## src/rtl/updown_counter_param.sv

```systemverilog
// Parametrised up/down counter: load > prescaled tick > hold, wrap/saturate bounds, sticky flags.
// count, bnd_pulse and flags update one cycle after the sampling edge; at_max/at_zero follow count combinationally.
module updown_counter_param #(
    parameter int unsigned     WIDTH     = 4,
    parameter longint unsigned MAX_VAL   = (64'd1 << WIDTH) - 64'd1,
    parameter longint unsigned RESET_VAL = MAX_VAL,
    parameter int unsigned     DIV       = 1
) (
    input  logic             clk,
    input  logic             reset,
    input  logic             en,
    input  logic             up,
    input  logic             sat_mode,
    input  logic             load,
    input  logic [WIDTH-1:0] load_val,
    input  logic             clr_flags,
    output logic [WIDTH-1:0] count,
    output logic             at_max,
    output logic             at_zero,
    output logic             bnd_pulse,
    output logic             ovf_sticky,
    output logic             unf_sticky
);

    localparam logic [WIDTH-1:0] MAX_W   = MAX_VAL[WIDTH-1:0];
    localparam logic [WIDTH-1:0] RESET_W = RESET_VAL[WIDTH-1:0];
    localparam int unsigned      PW      = (DIV > 1) ? $clog2(DIV) : 1;
    localparam logic [PW-1:0]    PRESC_LAST = PW'(DIV - 1);

    logic [WIDTH-1:0] count_q, count_d;
    logic [PW-1:0]    presc_q, presc_d;
    logic             bnd_q, bnd_d;
    logic             ovf_q, ovf_d;
    logic             unf_q, unf_d;

    logic tick;
    logic hit_max;
    logic hit_zero;
    logic ovf_set;
    logic unf_set;

    assign hit_max  = (count_q == MAX_W);
    assign hit_zero = (count_q == '0);
    // With DIV=1 the prescaler is pinned at 0 so tick reduces to en.
    assign tick     = en && (presc_q == PRESC_LAST);

    always_comb begin
        count_d = count_q;
        presc_d = presc_q;
        bnd_d   = 1'b0;
        ovf_set = 1'b0;
        unf_set = 1'b0;

        if (load) begin
            count_d = (load_val > MAX_W) ? MAX_W : load_val;
            presc_d = '0;
        end else begin
            if (en) begin
                presc_d = tick ? '0 : presc_q + 1'b1;
            end
            if (tick) begin
                if (up) begin
                    if (hit_max) begin
                        ovf_set = 1'b1;
                        bnd_d   = 1'b1;
                        if (!sat_mode) begin
                            count_d = '0;
                        end
                    end else begin
                        count_d = count_q + 1'b1;
                    end
                end else begin
                    if (hit_zero) begin
                        unf_set = 1'b1;
                        bnd_d   = 1'b1;
                        if (!sat_mode) begin
                            count_d = MAX_W;
                        end
                    end else begin
                        count_d = count_q - 1'b1;
                    end
                end
            end
        end

        // A boundary tick beats a simultaneous clear.
        ovf_d = ovf_set | (ovf_q & ~clr_flags);
        unf_d = unf_set | (unf_q & ~clr_flags);
    end

    always_ff @(posedge clk) begin
        if (reset) begin
            count_q <= RESET_W;
            presc_q <= '0;
            bnd_q   <= 1'b0;
            ovf_q   <= 1'b0;
            unf_q   <= 1'b0;
        end else begin
            count_q <= count_d;
            presc_q <= presc_d;
            bnd_q   <= bnd_d;
            ovf_q   <= ovf_d;
            unf_q   <= unf_d;
        end
    end

    always_ff @(posedge clk) begin
        if (!reset) begin
            assert (count_q <= MAX_W);
        end
    end

    assign count      = count_q;
    assign at_max     = hit_max;
    assign at_zero    = hit_zero;
    assign bnd_pulse  = bnd_q;
    assign ovf_sticky = ovf_q;
    assign unf_sticky = unf_q;

endmodule

```

## config.mk

```make
export PLATFORM = sky130hd
export DESIGN_NAME = updown_counter_param
export DESIGN_NICKNAME = d
export VERILOG_FILES = /design/src/rtl/updown_counter_param.sv
export SDC_FILE = /design/constraint.sdc
export NUM_CORES = 1
export LEC_CHECK = 0
export CAP_MARGIN = 25
export CORE_AREA = 5 5 42 44
export DETAILED_ROUTE_END_ITERATION = 10
export DIE_AREA = 0 0 47 49
export PLACE_DENSITY = 0.81
export SKIP_CTS_REPAIR_TIMING = 1
export SYNTH_ARGS = -nofsm -noshare
export SYNTH_HDL_FRONTEND = slang
export SYNTH_SLANG_ARGS = --single-unit
```

## constraint.sdc

```tcl
create_clock -name clk -period 2.49 [get_ports clk]
set_clock_uncertainty 0.2 [all_clocks]
set_input_delay 0.249 -clock clk [delete_from_list [all_inputs] [get_ports clk]]
set_output_delay 0.249 -clock clk [all_outputs]
set_load 0.05 [all_outputs]
```

# Word level (Yosys, flattened, before mapping)
# Index checks and enable logic that the tools add are counted.
# word_totals
reg_bits	8
latchBits	0
ram_bits	0
romBits	0
output_inout_bits	9
n_memories	0
# classes
n_addsub	3
multipliers	0
div	0
magnitude_cmp	1
n_eq_ne	3
shifts	0
mux	18
n_bitwise	7
n_reduce_logical	6
# ops
operator	count
two-way mux 4 bit	8
two-way mux 1 bit	10
!= test 4 bit, second input constant	2
adder 4 x 1 -> 4 bit, second input constant	1
== test 4 bit, second input constant	1
greater-than comparator 4 bit, second input constant	1
logical NOT 4 bit	1
subtractor 4 x 1 -> 4 bit, second input constant	1
NOT 1 bit	3
AND reduction 3 bit	1
OR reduction 3 bit	1
AND 1 bit	2
OR 1 bit	2
nonzero test 2 bit	1
OR reduction 2 bit	1
adder 1 bit, second input constant	1
logical AND 1 bit	1

# Depth between registers and ports, before layout
# logic_depth
ltp_word	6
ltp_mapped	6

# Worst setup path after synthesis
# Ideal clock, no wire load.
# synth_path
path_kind	flip-flop to output port
startpoint	register count_q[0], in the netlist count[0]
endpoint	output port at_zero
t_arrival_ns	2.027
slack_ns	0.014
path_stages_with_launch	4
n_path_buf	0
cell_sequence	dfxtp_1 inv_1 ha_1 nor3b_1
# synth_between
elab_chain_cells	1
# synth_rtl
element	line	text
from (decl)	30	logic [WIDTH-1:0] count_q, count_d;
from (signal assigned)	99	count_q <= count_d;
logical NOT 4 bit	43	assign hit_zero = (count_q == '0);
to (decl)	19	output logic at_zero,
# No other way between the ends.

# Worst setup path in the final report
# layout_path
startpoint	register count_q[0], in the netlist count[0]
endpoint	output port at_max
# layout_between
elab_chain_cells	1
# layout_rtl
element	line	text
== test 4 bit	42	assign hit_max = (count_q == MAX_W);
to (decl)	18	output logic at_max,
# No other way between the ends.

==> results.toml <==
[drt]
dr.pass1.iters = 4
vias_per_cell = 5.57
finalWirelength_mm = 1.30
drt-initial-drc-count = 10
vias = 507
detail-route-antenna-nets = 0
routedWlPerCell_um = 14.3
drc = 0

[worst_setup_path]
crit_required_ps = 2040
crit_family = "buffers and inverters"
critical_path_arrival_ps = 1940
cp.buffers_inverters = 1
critPathMaxFanout = 8
crit_path_top_delay_cell = "clkdlybuf4s50_1"
crit_path_start_kind = "flop"
cp-end-kind = "output port"
path_class = "reg2out"
crit_path_max_incr_delay_ps = 800
path_cells = "ha_1 -> and3_1 -> clkdlybuf4s50_1"

[cells_and_area]
diodes = 0
post-route-util_pct = 52.8
drive_above_1_share_pct = 12.0
layout.filler_cells = 131
area_growth_pct = 41.1
multi_input_area_sq_um = 338
regArea_sq_um = 160
final_nets = 90

[synth]
syn_avg_cell_area_sq_um = 9.53
synth_top_family_by_area = "simple AND/OR/NAND/NOR gates"
synth-async-reset-ratio_pct = 0
ys_ff_latch = 8
syn-num-nets = 68
syn-cell-area_sq_um = 524
synth_area_leaders = "dfxtp_1 31%, ha_1 4.8%, nor4b_4 4.5%"
synth-xor-area-share_pct = 1.67
synth_seq_area_share_pct = 30.5
synth_fa_ha_area_share_pct = 4.77
synth_edf_count = 0
synth_warnings = 0
synth_top_area_share_pct = 30.5
yosysUniqueCellTypes = 32
synth_top_area_cell = "dfxtp_1"
synthMuxAreaShare_pct = 8.35
synth-compound-area-share_pct = 23.6
yosysMostFrequentCell = "dfxtp_1"
synthSimpleGateAreaFrac_pct = 26.0
syn_inst = 55
ys_top_cells_by_count = "8 x dfxtp_1, 5 x nor2_1, 3 x a21oi_1, 3 x inv_1, 3 x o21a_1"
ys.flop_type = "dfxtp_1"

[clock_network]
cts_tree = "done"
cts_root_buf = "clkbuf_4"
path_clk_slew_ps = 60
cts.sinks = 8
cts.htree.levels = 1
numCtsBuffers = 3
ctsLongestPathBuffers = 2
insertion_delay_ps = 260

[power_and_ir_drop]
powerDensity_nw_per_um2 = 514
power_leakage_nw = 0.288
p_total_mw = 0.380
ir_drop_v = 0.000257

[global_route]
grt_max_degree = 12
grt_pass1_wl_mm = 2.08
grt_overflow = 0
grt_use_total_pct = 12.7
grt_pass1_vias = 470
antenna_found_initial = 0

[placement]
hpwl_um = 990
port_buffers = 19
place_congestion = 0.855

[run_status]
run_status = "complete, no violations"

[sta]
worst_slew_margin_rel_pct = 66.4
setup_viol_count_final = 0
hold_viol = 0
tightest_slew_ps = 502
fin_crit_sh_pct = 96.1
tns_ps = 0
rsz0062_at_grt = "false"
max_freq_mhz = 418
period_minus_slack_ps = 2390
slew_violations = 0

[floorplanning]
die_x_um = 47
die-area_sq_um = 2300
chipHeight_um = 49
coreArea_sq_um = 1400
io_pins = 20
rows = 14
start_util_pct = 37.4

[min_path]
hp-class = "reg2reg"

[job]
drv_cap = 0
[metal layers]
metal / GRT usage [%] / routed length, um / vias up
met5: 0 / 0 / -
met4: 8.29 / 34 / 0
met3: 3.69 / 97 / 5
met2: 18.6 / 598 / 14
met1: 15.6 / 568 / 236
li1: - / - / 252
[worst reg2reg max path: cells and delay by family, from the launching register on]
kind / cells / cell delay, ps
AOI/OAI and AO/OA: 2 / 470
buffers and inverters: 1 / 110
adders and majority gates: 1 / 220
DFF: 1 / 370
and+or+nand+nor: 2 / 550
[through the flow]
stage,hold slack (ps),worst slack [ps],instance area (sq um),instances
finish,282,97.1,739,91
floorplan,125,14.5,524,55
global route,296,14.7,739,91
detailed placement,273,328,717,88
global placement,265,377,717,88
CTS,284,75.4,739,91
[area by class of cell]
class	count	area share [%]
Tap cell	16	2.71
Sequential cell	8	21.7
Multi-Input combinational cell	42	45.7
Inverter	3	1.52
Clock buffer	3	3.05
Timing Repair Buffer	19	25.4
[where the power goes]
group          total (mW)  switching (mW)  internal (mW)
Combinational       0.128          0.0705         0.0575
Clock               0.104          0.0481         0.0554
Sequential          0.149          0.0141          0.135
[registers in the layout, indices dropped and copies added, names as in the netlist]
signal	cells
bnd_pulse	1
count	4
ovf_sticky	1
presc_q	1
unf_sticky	1
[layout by cell type, fill, tap and decap left out, types with 2 or more instances in the layout]
cell type / instances
clkbuf_4: 3
nor3_1: 2
inv_1: 3
dfxtp_1: 8
nand3_1: 2
nor3b_1: 2
nor2_1: 5
clkdlybuf4s50_1: 18
ha_1: 2
a21oi_1: 3
o21a_1: 3
a22o_1: 2
a32oi_1: 2
[worst paths after layout]
kind | start | slack (ps) | depth (start not counted) | end
setup / recovery | count[0] | 100 | 3 | at_max
hold / removal | presc_q | 280 | 1 | presc_q
setup reg to reg | count[0] | 470 | 6 | count[2]
hold reg to reg | presc_q | 280 | 1 | presc_q
[cell families after synthesis]
group | Yosys count
XOR/XNOR | 1
AND/OR/NAND/NOR | 20
multiplexers | 3
buffers and inverters | 5
flip-flops | 8
adder cells (fa/ha/maj) | 2
AO/OA/AOI/OAI | 16
Power figures use the tool's default switching activity.
